**config.mk**
```make
export PLATFORM = sky130hd
export DESIGN_NAME = alu_pipe
export DESIGN_NICKNAME = d
export VERILOG_FILES = /design/src/rtl/alu_pkg.sv /design/src/rtl/alu_mul_seq.sv /design/src/rtl/alu_pipe.sv
export SDC_FILE = /design/constraint.sdc
export NUM_CORES = 1
export LEC_CHECK = 0
export ABC_AREA = 1
export CORE_MARGIN = 3
export CORE_UTILIZATION = 52
export CTS_CLUSTER_DIAMETER = 30
export DETAILED_ROUTE_END_ITERATION = 16
export GPL_TIMING_DRIVEN = 0
export PLACE_DENSITY = 0.83
export SLEW_MARGIN = 0
export SYNTH_ARGS = -nofsm -noshare
export SYNTH_HDL_FRONTEND = slang
export SYNTH_HIERARCHICAL = 1
export SYNTH_SLANG_ARGS = --single-unit
```
**constraint.sdc**
```tcl
create_clock -name clk -period 6.7 [get_ports clk]
set_input_delay 1.005 -clock clk [delete_from_list [all_inputs] [get_ports clk]]
set_output_delay 1.005 -clock clk [all_outputs]
set_load 0.02 [all_outputs]
```
**src/rtl/alu_pkg.sv**
```systemverilog
// alu_pkg: opcode map, decode helpers and multiplier FSM encoding shared by alu_pipe.
`timescale 1ns/1ps
package alu_pkg;

  localparam logic [3:0] OPC_NOP  = 4'b0000;
  localparam logic [3:0] OPC_XOR  = 4'b0001;
  localparam logic [3:0] OPC_OR   = 4'b0010;
  localparam logic [3:0] OPC_AND  = 4'b0011;
  localparam logic [3:0] OPC_ADD  = 4'b0100;
  localparam logic [3:0] OPC_ADDI = 4'b0101;
  localparam logic [3:0] OPC_ORI  = 4'b0110;
  localparam logic [3:0] OPC_XORI = 4'b0111;
  localparam logic [3:0] OPC_ANDI = 4'b1000;
  localparam logic [3:0] OPC_BEQ  = 4'b1001;
  localparam logic [3:0] OPC_BNE  = 4'b1010;
  localparam logic [3:0] OPC_BLT  = 4'b1011;
  localparam logic [3:0] OPC_BGE  = 4'b1100;
  localparam logic [3:0] OPC_MUL  = 4'b1101;
  localparam logic [3:0] OPC_BLTU = 4'b1110;
  localparam logic [3:0] OPC_RSVD = 4'b1111;

  // Sequential multiplier states: idle, shifting/adding, one-cycle completion
  typedef enum logic [1:0] {
    MUL_IDLE = 2'd0,
    MUL_RUN  = 2'd1,
    MUL_DONE = 2'd2
  } mul_state_t;

  // Branch-compare ops produce i0 - i1 and drive the jump flag
  function automatic logic is_branch(input logic [3:0] opc);
    return (opc == OPC_BEQ) || (opc == OPC_BNE) || (opc == OPC_BLT) ||
           (opc == OPC_BGE) || (opc == OPC_BLTU);
  endfunction

  // Immediate ops take the extended immediate as operand B
  function automatic logic is_imm(input logic [3:0] opc);
    return (opc == OPC_ADDI) || (opc == OPC_ORI) || (opc == OPC_XORI) ||
           (opc == OPC_ANDI);
  endfunction

endpackage

```
**src/rtl/alu_mul_seq.sv**
```systemverilog
// alu_mul_seq: DATA_W-cycle unsigned shift-add multiplier, low DATA_W bits of a*b.
// Only present when ALU_PIPE_MUL_EN is defined.
// done is a lookahead strobe on the final iteration so the caller can capture
// product on the same edge the FSM enters MUL_DONE.
`timescale 1ns/1ps
`ifdef ALU_PIPE_MUL_EN
module alu_mul_seq
  import alu_pkg::*;
#(
  parameter int DATA_W = 20
) (
  input  logic              clk,
  input  logic              rst_n,
  input  logic              start,
  input  logic [DATA_W-1:0] a,
  input  logic [DATA_W-1:0] b,
  output logic              busy,
  output logic              done,
  output logic [DATA_W-1:0] product
);

  localparam int CNT_W = $clog2(DATA_W);

  mul_state_t        r_state;
  logic [CNT_W-1:0]  r_cnt;
  logic [DATA_W-1:0] r_acc;
  logic [DATA_W-1:0] r_mcand;
  logic [DATA_W-1:0] r_mplier;
  logic              r_busy;
  logic [DATA_W-1:0] w_accNext;

  assign w_accNext = r_mplier[0] ? (r_acc + r_mcand) : r_acc;
  assign done      = (r_state == MUL_RUN) && (r_cnt == '0);
  assign product   = w_accNext;
  assign busy      = r_busy;

  // Multiplier FSM: one multiplier bit consumed per cycle, counter runs DATA_W-1 down to 0
  always_ff @(posedge clk or negedge rst_n) begin
    if (!rst_n) begin
      r_state  <= MUL_IDLE;
      r_cnt    <= '0;
      r_acc    <= '0;
      r_mcand  <= '0;
      r_mplier <= '0;
      r_busy   <= 1'b0;
    end else begin
      case (r_state)
        MUL_IDLE: begin
          if (start) begin
            r_state  <= MUL_RUN;
            r_cnt    <= CNT_W'(DATA_W - 1);
            r_acc    <= '0;
            r_mcand  <= a;
            r_mplier <= b;
            r_busy   <= 1'b1;
          end
        end
        MUL_RUN: begin
          r_acc    <= w_accNext;
          r_mcand  <= r_mcand << 1;
          r_mplier <= r_mplier >> 1;
          if (r_cnt == '0) begin
            r_state <= MUL_DONE;
          end else begin
            r_cnt <= r_cnt - 1'b1;
          end
        end
        MUL_DONE: begin
          r_state <= MUL_IDLE;
          r_busy  <= 1'b0;
        end
        default: begin
          r_state <= MUL_IDLE;
          r_busy  <= 1'b0;
        end
      endcase
    end
  end

endmodule
`endif

```
**src/rtl/alu_pipe.sv**
```systemverilog
// alu_pipe: two-stage pipelined ALU with valid/ready on both sides, registered
// result/flags and tag passthrough. S1 holds the decoded op, S2 holds the result.
// Optional feature macro: ALU_PIPE_MUL_EN (opcode 1101 becomes a sequential MUL).
`timescale 1ns/1ps
module alu_pipe
  import alu_pkg::*;
#(
  parameter int DATA_W   = 20,
  parameter int IMM_W    = 8,
  parameter int IMM_SEXT = 0,
  parameter int TAG_W    = 4
) (
  input  logic              clk,
  input  logic              rst_n,
  input  logic              in_valid,
  output logic              in_ready,
  input  logic [3:0]        in_opc,
  input  logic [DATA_W-1:0] in_i0,
  input  logic [DATA_W-1:0] in_i1,
  input  logic [IMM_W-1:0]  in_imm,
  input  logic [TAG_W-1:0]  in_tag,
  output logic              out_valid,
  input  logic              out_ready,
  output logic [DATA_W-1:0] out_result,
  output logic              out_jump,
  output logic              out_carry,
  output logic              out_zero,
  output logic [TAG_W-1:0]  out_tag
);

  logic              r_s1Valid;
  logic [3:0]        r_s1Opc;
  logic [DATA_W-1:0] r_s1A;
  logic [DATA_W-1:0] r_s1B;
  logic [TAG_W-1:0]  r_s1Tag;

  logic              r_s2Valid;
  logic [DATA_W-1:0] r_s2Result;
  logic              r_s2Jump;
  logic              r_s2Carry;
  logic              r_s2Zero;
  logic [TAG_W-1:0]  r_s2Tag;

  logic [DATA_W-1:0] w_immExt;
  logic [DATA_W-1:0] w_selB;
  logic              w_s2Free;
  logic              w_s1Adv;
  logic [DATA_W:0]   w_sum;
  logic [DATA_W-1:0] w_diff;
  logic [DATA_W-1:0] w_result;
  logic              w_jump;
  logic              w_carry;

  logic              w_mulStart;
  logic              w_mulBusy;
  logic              w_mulDone;
  logic [DATA_W-1:0] w_mulProduct;
  logic [TAG_W-1:0]  w_mulTag;

  generate
    if (IMM_SEXT != 0) begin : g_immSext
      assign w_immExt = {{(DATA_W-IMM_W){in_imm[IMM_W-1]}}, in_imm};
    end else begin : g_immZext
      assign w_immExt = {{(DATA_W-IMM_W){1'b0}}, in_imm};
    end
  endgenerate

  assign w_selB   = is_imm(in_opc) ? w_immExt : in_i1;
  assign w_s2Free = !r_s2Valid || out_ready;
  assign w_s1Adv  = w_s2Free && !w_mulBusy;
  assign in_ready = !r_s1Valid || w_s1Adv;

`ifdef ALU_PIPE_MUL_EN
  logic [TAG_W-1:0] r_mulTag;

  assign w_mulStart = w_s1Adv && r_s1Valid && (r_s1Opc == OPC_MUL);
  assign w_mulTag   = r_mulTag;

  // Keep the tag of the op handed to the multiplier until its product lands in S2
  always_ff @(posedge clk or negedge rst_n) begin
    if (!rst_n) begin
      r_mulTag <= '0;
    end else if (w_mulStart) begin
      r_mulTag <= r_s1Tag;
    end
  end

  alu_mul_seq #(
    .DATA_W(DATA_W)
  ) u_mulSeq (
    .clk     (clk),
    .rst_n   (rst_n),
    .start   (w_mulStart),
    .a       (r_s1A),
    .b       (r_s1B),
    .busy    (w_mulBusy),
    .done    (w_mulDone),
    .product (w_mulProduct)
  );
`else
  assign w_mulStart   = 1'b0;
  assign w_mulBusy    = 1'b0;
  assign w_mulDone    = 1'b0;
  assign w_mulProduct = '0;
  assign w_mulTag     = '0;
`endif

  // S1: capture opcode, operand A, selected operand B and tag whenever S1 is free or draining
  always_ff @(posedge clk or negedge rst_n) begin
    if (!rst_n) begin
      r_s1Valid <= 1'b0;
      r_s1Opc   <= OPC_NOP;
      r_s1A     <= '0;
      r_s1B     <= '0;
      r_s1Tag   <= '0;
    end else if (in_ready) begin
      r_s1Valid <= in_valid;
      if (in_valid) begin
        r_s1Opc <= in_opc;
        r_s1A   <= in_i0;
        r_s1B   <= w_selB;
        r_s1Tag <= in_tag;
      end
    end
  end

  // Combinational evaluation of the op held in S1; reserved codes and MUL yield zero here
  always_comb begin
    w_sum    = {1'b0, r_s1A} + {1'b0, r_s1B};
    w_diff   = r_s1A - r_s1B;
    w_result = '0;
    w_jump   = 1'b0;
    w_carry  = 1'b0;
    if (is_branch(r_s1Opc)) begin
      w_result = w_diff;
    end
    case (r_s1Opc)
      OPC_XOR, OPC_XORI: w_result = r_s1A ^ r_s1B;
      OPC_OR,  OPC_ORI:  w_result = r_s1A | r_s1B;
      OPC_AND, OPC_ANDI: w_result = r_s1A & r_s1B;
      OPC_ADD, OPC_ADDI: begin
        w_result = w_sum[DATA_W-1:0];
        w_carry  = w_sum[DATA_W];
      end
      OPC_BEQ:  w_jump = (r_s1A == r_s1B);
      OPC_BNE:  w_jump = (r_s1A != r_s1B);
      OPC_BLT:  w_jump = ($signed(r_s1A) <  $signed(r_s1B));
      OPC_BGE:  w_jump = ($signed(r_s1A) >= $signed(r_s1B));
      OPC_BLTU: w_jump = (r_s1A < r_s1B);
      OPC_NOP, OPC_MUL, OPC_RSVD: w_result = '0;
      default: w_result = '0;
    endcase
  end

  // S2: registered result and flags; holds while out_valid is stalled, takes the product when MUL finishes
  always_ff @(posedge clk or negedge rst_n) begin
    if (!rst_n) begin
      r_s2Valid  <= 1'b0;
      r_s2Result <= '0;
      r_s2Jump   <= 1'b0;
      r_s2Carry  <= 1'b0;
      r_s2Zero   <= 1'b1;
      r_s2Tag    <= '0;
    end else if (w_mulDone) begin
      r_s2Valid  <= 1'b1;
      r_s2Result <= w_mulProduct;
      r_s2Jump   <= 1'b0;
      r_s2Carry  <= 1'b0;
      r_s2Zero   <= (w_mulProduct == '0);
      r_s2Tag    <= w_mulTag;
    end else if (w_s1Adv) begin
      r_s2Valid <= r_s1Valid && !w_mulStart;
      if (r_s1Valid && !w_mulStart) begin
        r_s2Result <= w_result;
        r_s2Jump   <= w_jump;
        r_s2Carry  <= w_carry;
        r_s2Zero   <= (w_result == '0);
        r_s2Tag    <= r_s1Tag;
      end
    end
  end

  assign out_valid  = r_s2Valid;
  assign out_result = r_s2Result;
  assign out_jump   = r_s2Jump;
  assign out_carry  = r_s2Carry;
  assign out_zero   = r_s2Zero;
  assign out_tag    = r_s2Tag;

endmodule
```
## Yosys cells after proc, flatten, opt, wreduce, memory -nomap -nowiden

Cells that the tools add are included.

| cells by class | value |
|---|---|
| reductions and logical operators | 20 |
| magnitude comparators | 3 |
| add/sub/neg operators | 2 |
| muxes and demuxes | 5 |
| equality and inequality tests | 21 |
| bitwise operators | 3 |

Operators by type and width:

| operator | count |
|---|---|
| one-hot mux 20 bit (5 select lines) | 1 |
| < comparator 20 bit | 2 |
| 2-to-1 mux 20 bit | 2 |
| == test 4 bit, second input constant | 9 |
| == test 4 x 3 -> 1 bit, second input constant | 7 |
| adder 20 x 20 -> 21 bit | 1 |
| bitwise AND 20 bit | 1 |
| == test 20 bit | 1 |
| greater-or-equal comparator 20 bit | 1 |
| zero test 20 bit | 1 |
| inequality test 20 bit | 1 |
| OR 20 bit | 1 |
| subtractor 20 bit | 1 |
| bitwise XOR 20 bit | 1 |
| logical OR 1 bit | 9 |
| == test 4 x 2 -> 1 bit, second input constant | 2 |
| OR reduction 2 bit | 4 |
| one-hot mux 1 bit (5 select lines) | 1 |
| == test 4 x 1 -> 1 bit, second input constant | 1 |
| zero test 4 bit | 1 |
| AND reduction 2 bit | 2 |
| OR reduction 3 bit | 1 |
| zero test 1 bit | 2 |
| 2-to-1 mux 1 bit | 1 |

| word-level totals | value |
|---|---|
| bits of input ports | 60 |
| register bits | 77 |

## Longest topological paths before layout

Gate-level depths: netlist of the first run.

| logic depth | value |
|---|---|
| depth after elaboration | 8 |
| mapped depth | 20 |

## Worst setup path after synthesis of the first run

OpenSTA, ideal clock, no wires.

| timing | value |
|---|---|
| path kind | input to register |
| start | input port out_ready |
| end | register r_s1B[2] |
| library setup time | 82 ps |
| arrival time | 2,196 ps |
| slack | 4,422 ps |
| stages | 8 |
| cells stage by stage | inv_1 nand3_1 nand2_1 inv_1 clkbuf_1 clkbuf_1 o21ai_0 o22ai_1 |

| on the way | value |
|---|---|
| cells in the longest elaborated chain, start to end | 3 |

RTL lines:

| element | RTL line | source |
|---|---|---|
| start: declaration | alu_pipe.sv:23 | `input logic out_ready,` |
| logical OR 1 bit | alu_pipe.sv:69 | `assign w_s2Free = !r_s2Valid \|\| out_ready;` |
| logical OR 1 bit | alu_pipe.sv:71 | `assign in_ready = !r_s1Valid \|\| w_s1Adv;` |
| net in_ready | alu_pipe.sv:16 | `output logic in_ready,` |
| AND reduction 2 bit (no line) | - |  |
| end signal: assignment | alu_pipe.sv:121 | `r_s1B <= w_selB;` |
| end: declaration | alu_pipe.sv:34 | `logic [DATA_W-1:0] r_s1B;` |

The timed path passes the listed nets, and every way through them passes these cells.
A chain may end at the register's enable or synchronous reset.

## Worst setup path after layout of the first run

| timing | value |
|---|---|
| start | input port out_ready |
| end | output port in_ready |

| on the way | value |
|---|---|
| cells in the longest elaborated chain, start to end | 2 |

RTL lines:

| element | RTL line |
|---|---|
| logical OR 1 bit | alu_pipe.sv:69 |
| logical OR 1 bit | alu_pipe.sv:71 |
| end: declaration | alu_pipe.sv:16 |

No other way between the ends.

==> results.md, run 1 <==
* Status: completed
* Worst path arrival time at 2.23 ns
* Critical Path RT at 5.69 ns
* ANT cells at 0
* First-pass GRT wire length at 33600 µm
* Final non-filler cell area at 8250 µm²
* Post-synth EDFFs at 0
* Total CTS buffers at 9
* Post-synthesis cell type count at 47
* Clock transition at path regs at 0.06 ns
* Setup Buffers After CTS at 0
* Slew @ Worst Pin at 0.759 ns
* Clk root buf: clkbuf_16
* Hold crit path type: register to register
* Number of fill cells in the layout at 1190
* Mapped Avg Cell Area at 6.64 µm²
* Post-route insts no fill at 1306
* Row count at 41
* Nets@finish at 1255
* DP HPWL at 16800 µm
* Area of the die at 14500 µm²
* Detailed-route via count at 7066
* Vias in the first global route at 6817
* Core Util, Final at 64.9%
* Sequential share of the synthesized area at 28.2%
* Grt total ovfl at 0
* Detail Route Antenna Nets at 0
* Die Span Y at 121 µm
* Pins over their slew limit at 0
* Width of the die at 121 µm
* Fin. Hold Viols at 0
* RSZ-0062 raised after global routing: no
* Routability cong. at 1.04
* Ratio of final minimum period to clock period at 48.3%
* Total Wirelength at 20800 µm
* Peak VDD IR at 0.126 mV
* YS warnings at 6
* CTS tree: yes
* Core area at 12700 µm²
* Resized cells post-CTS at 0
* Cell Area, Synth at 6830 µm²
* R2r worst-path depth at 18
* Initial core utilization at 53.7%
* Synthesized Nets at 1155
* Commonest non-fill, non-tap cells in the layout: nand2_1 (298), inv_1 (132), nand3_1 (104)
* # IOs at 89
* Synth area leader: dfrtp_1
* Lkg Pwr at 4.20 nW
* Detailed Route Iter0 Violations at 636
* CP startpoint: out_ready
* DR pass1 iterations at 7
* Post-synth top area share at 27.9%
* Setup crit start kind: input pin
* Setup_tns at 0 ns
* CP endpoint: in_ready
* Drt via density at 5.41
* Dominant synthesized flop cell: dfrtp_1
* I/O Buffers at 88
* FF-to-FF End: out_zero$_DFFE_PN1P_
* Worst Path Max Fanout at 3
* Crit Reg-Reg Startpoint: r_s1B[0]$_DFFE_PN0P_
* Largest net degree at the start of global routing at 46
* Mapped Cells at 1029
* Top post-synthesis cells by area: dfrtp_1 (28%), nand2_1 (16%), ha_1 (12%), nand3_1 (7.6%), inv_1 (7.3%)
* PwrDens at 309 nW/µm²
* Clock Path Buffers at 2
* Initial antenna violation count at 0
* WHS at 0.480 ns
* Minimum clock period at 3.24 ns
* Clock sink total at 77
* Clk_lat worst skew at 0.35 ns
* Per-cell routed wire length at 15.9 µm
* Crit. End Element: output port
* Drc violations at 0
* Cells after DPL at 1290
* H-Tree Depth at 3
* Reg-to-reg slack, setup at 3.86 ns
* Area after DPL at 7950 µm²
* Final setup viols at 0
* Commonest non-fill, non-tap cell in the layout: nand2_1
* Slew margin rel. at 49.4%
* Asr flop ratio synth at 100%
* WS Path Type: input pin to output port
* Clock skew at 0.00758 ns
* Max-Cap Viols at 0
* Layout area overhead at 20.9%
* Hold-fix buffers, CTS at 0
* Fraction of final layout cells sized beyond drive strength 1 at 8.29%
* Register bit count reported by yosys at 77
* Total track usage at 29.5%
* Maximum clock frequency at 0.309 GHz
## worst min-delay path by stage
stage / startpoint / end / slack (ns) / cells after the start
2_1_floorplan: out_zero$_DFFE_PN1P_ / out_zero$_DFFE_PN1P_ / 0.50 / 2
3_3_place_gp: out_zero$_DFFE_PN1P_ / out_zero$_DFFE_PN1P_ / 0.46 / 2
3_5_place_dp: out_result[4]$_DFFE_PN0P_ / out_result[4]$_DFFE_PN0P_ / 0.47 / 2
4_1_cts: out_result[7]$_DFFE_PN0P_ / out_result[7]$_DFFE_PN0P_ / 0.49 / 2
5_1_grt: out_zero$_DFFE_PN1P_ / out_zero$_DFFE_PN1P_ / 0.49 / 2
6_report: out_zero$_DFFE_PN1P_ / out_zero$_DFFE_PN1P_ / 0.48 / 2
## cell families (layout without fill, tap and decap cells)
group	count (synthesis)	after routing	share of synthesized area, %
adders and majority gates	66	66	12.3
and+or+nand+nor	545	545	34.5
DFF	77	77	28.2
buffers and inverters	187	292	11.7
AOI/OAI and AO/OA	152	152	12.8
xor gates and xnor gates	2	2	0.367
## state kept, by name, summed over array words and instances (netlist names), 4 cells and up
register,count
out_result,20
out_tag,4
r_s1A,20
r_s1B,20
r_s1Opc,4
r_s1Tag,4
## power by group
| group | internal, mW | switching [mW] |
|---|---|---|
| Combinational | 0.507 | 0.893 |
| Sequential | 0.578 | 0.0738 |
| Clock | 0.308 | 0.194 |
| Total | 1.39 | 1.16 |
## routing by layer
| metal | up-vias | part of all wire, % | GRT usage, % |
|---|---|---|---|
| met5 | - | 0 | 0 |
| met4 | 0 | 3.3 | 11.7 |
| met3 | 48 | 9.1 | 6.17 |
| met2 | 294 | 45 | 47.7 |
| met1 | 3236 | 43 | 38.8 |
| li1 | 3488 | - | - |
## through the flow
stage / worst slack, ns / power [mW]
after floorplan: 4.42 / 1.56
after global placement: 2.02 / 2.00
after detailed placement: 3.33 / 2.03
after CTS: 3.45 / 2.54
after global routing: 3.41 / 2.74
final: 3.46 / 2.55
## critical path, cell delays in order
cell	delay (ns)
clkdlybuf4s50_1	0.45
inv_1	0.05
nand3_1	0.10
clkdlybuf4s50_1	0.62
## cell type report
type                    instances  area, µm²  share of cell area [%]
multi-input cells             765       4100                    49.7
flip-flops and latches         77       1930                    23.4
repair buffers                 89        906                    11.0
inverters                     146        551                    6.67
clock buffers                  12        256                    3.11
plain buffers                  41        249                    3.02
well taps                     172        215                    2.61
clock inverters                 4       47.5                   0.576
## cell usage after synthesis (10+ instances only)
library cell,instances
o21ai_0,79
nand2_1,298
nor2_1,84
nand4_1,16
a21oi_1,33
clkbuf_1,18
inv_1,132
ha_1,64
nand3_1,104
nand2_2,14
inv_2,12
o22ai_1,10
dfrtp_1,76
buf_4,14
(Power assumes the default switching activity.)
==> run 2, diff against run 1 <==
Settings changed: CORE_UTILIZATION 52 to 51, PLACE_DENSITY 0.83 to 0.85.
Clock period 6.7 ns to 2.7 ns, I/O delays scaled along.
==> run 2 against run 1 <==
Against the previous run: the flow now finishes with violations (negative hold slack); cell count is 0.23% higher; via count is 0.47% lower; routed wire length is 2.9% higher; global-route usage is 0.35 points higher; critical path type is now register to register.
==> results.md, run 2 (same netlist as run 1, synthesis figures left out) <==
* Pins over their slew limit at 0
* Setup_tns at 0 ns
* Ratio of final minimum period to clock period at 93.4%
* Total CTS buffers at 9
* Critical Path RT at 2.99 ns
* Largest stage delay on the critical path at 0.40 ns
* Drt via density at 5.37
* Nets@finish at 1258
* Area after DPL at 7950 µm²
* Row count at 41
* Hold-fix buffers, CTS at 0
* Final non-filler cell area at 8330 µm²
* Design Power at 6.41 mW
* WHS at -0.00678 ns
* Total track usage at 29.9%
* P_sw at 2.92 mW
* Max-Cap Viols at 0
* Status: complete, but fails checks
* Reg area at 1930 µm²
* Clk root buf: clkbuf_16
* Top cell by count, worst path: nand2_1
* Crit path cell chain: ha_4, inv_1, fa_1, inv_2, nand2_1, nand2_2, nand3_1, nand2_1, nand2_1, nand3_1, nand2_1, nand2_2, nand2_1, nor2_2, nand3_1, nor3_2, nand3_1, nand2_1
* Pre-CTS setup slack at -0.102 ns
* Slew @ Worst Pin at 0.814 ns
* FF-to-FF End: out_zero$_DFFE_PN1P_
* Clock transition at path regs at 0.06 ns
* Vias in the first global route at 6773
* DR pass1 iterations at 5
* Initial core utilization at 53.0%
* Width of the die at 122 µm
* Die Span Y at 122 µm
* Crit-path slowest cell: dfrtp_1
* # IOs at 89
* Reg-to-reg slack, setup at 0.18 ns
* Layout area overhead at 22.0%
* Fin. Hold Viols at 3
* Clock sink total at 77
* Total Wirelength at 21400 µm
* Largest net degree at the start of global routing at 48
* Violated checks: negative hold slack
* Core Util, Final at 64.7%
* Clk_lat worst skew at 0.35 ns
* Buffers plus inverters on the worst setup path at 2
* Hold crit path type: input pin to async pin
* Fraction of final layout cells sized beyond drive strength 1 at 9.76%
* Commonest non-fill, non-tap cells in the layout: nand2_1 (295), inv_1 (128), nand3_1 (102)
* Reg power frac at 25.2%
* Clock skew at 0.00784 ns
* I/O Buffers at 88
* Gate power share at 55.4%
* H-Tree Depth at 3
* Peak VDD IR at 0.328 mV
* Detail Route Antenna Nets at 0
* Crit Reg-Reg Startpoint: r_s1B[0]$_DFFE_PN0P_
* Multi-input gate area in the final layout at 4150 µm²
* Fin worst setup slack at 0.177 ns
* Commonest non-fill, non-tap cell in the layout: nand2_1
* Detailed-route via count at 7033
* Area of the die at 14800 µm²
* CTS tree: yes
* P_int at 3.49 mW
* Final setup viols at 0
* Lkg Pwr at 4.22 nW
* PwrDens at 770 nW/µm²
* Setup crit start kind: register
* CP delay by family, top: simple AND/OR/NAND/NOR gates
* Detailed Route Iter0 Violations at 587
* WS Path Type: register to register
* Levels on crit path at 18
* Maximum clock frequency at 0.396 GHz
* DP HPWL at 17600 µm
* Clock Path Buffers at 2
* Slew margin rel. at 45.7%
* Sw frac at 45.6%
* Initial antenna violation count at 0
* Crit. End Element: register
* First-pass GRT wire length at 34100 µm
* Grt total ovfl at 0
* Clk network pwr share at 19.4%
* R2r worst-path depth at 18
* Core area at 12900 µm²
* Worst path arrival time at 2.81 ns
* Minimum clock period at 2.52 ns
* Routability cong. at 0.989
* Number of fill cells in the layout at 1183
* Per-cell routed wire length at 16.3 µm
* ANT cells at 0
* Drc violations at 0
* Worst Path Max Fanout at 5
## run 2: cell count changes in the layout (fill, tap and decap cells not counted), moves of 2 or more
cell | previous run | this run
buf_4 | 15 | 18
inv_1 | 132 | 128
inv_2 | 12 | 16
nand2_1 | 298 | 295
nand2_2 | 14 | 17
nand3_1 | 104 | 102
nand3_2 | 1 | 3
nor2_1 | 84 | 82
nor2_2 | 5 | 7
## run 2: how the worst max path moves through the flow
stage / slack (ns) / end / startpoint
after floorplan: 0.60 / out_zero$_DFFE_PN1P_ / r_s1B[0]$_DFFE_PN0P_
after global placement: -1.35 / r_s1B[7]$_DFFE_PN0P_ / rst_n
after detailed placement: -0.10 / r_s1B[15]$_DFFE_PN0P_ / out_ready
after CTS: 0.04 / out_zero$_DFFE_PN1P_ / r_s1B[0]$_DFFE_PN0P_
after global routing: -0.02 / out_zero$_DFFE_PN1P_ / r_s1A[0]$_DFFE_PN0P_
final: 0.18 / out_zero$_DFFE_PN1P_ / r_s1B[0]$_DFFE_PN0P_
## run 2: worst register-to-register path, delay by kind of cell (launching register included)
kind	cells	cell delay, ns
adder cells (fa/ha/maj)	2	0.57
buffers and inverters	2	0.13
flip-flops	1	0.40
AND/OR/NAND/NOR	14	1.37
## run 2: routing by layer
layer | track usage [%] | wire length (µm) | share of wire (%) | up-vias
met5 | 0 | 0 | 0 | -
met3 | 6.08 | 1690 | 7.9 | 42
met1 | 40.4 | 9630 | 45 | 3205
met4 | 12.3 | 714 | 3.3 | 0
met2 | 46.9 | 9350 | 44 | 291
li1 | - | - | - | 3495
## run 2: cell type report
| type | instances | share of cell area, % |
|---|---|---|
| timing repair buffer | 92 | 11.1 |
| buffer | 41 | 2.99 |
| inverter | 146 | 6.61 |
| multi-input combinational | 765 | 49.8 |
| sequential | 77 | 23.2 |
| tap | 172 | 2.58 |
| clock inverter | 3 | 0.526 |
| clock buffer | 13 | 3.13 |
## run 2: timing repair
action,CTS,global route
gates resized for setup,2,15
setup endpoints to repair,1,3
pin swaps,0,1
buffers inserted,0,3
## run 2: power by group through the flow
stage          combinational (mW)  clock, mW  sequential [mW]
2_1_floorplan                2.05          0             1.82
3_3_place_gp                 3.39          0             1.62
3_5_place_dp                 3.44          0             1.63
4_1_cts                      3.46       1.25             1.61
5_1_grt                      3.95       1.31             1.65
6_report                     3.55       1.25             1.61
## run 2: through the flow
step / hold slack, ns / cells
CTS: 0.00185 / 1306
finish: -0.00678 / 1309
global placement: 0.461 / 1289
detailed placement: 0.367 / 1290
global route: 0.0237 / 1309
floorplan: 0.109 / 1029
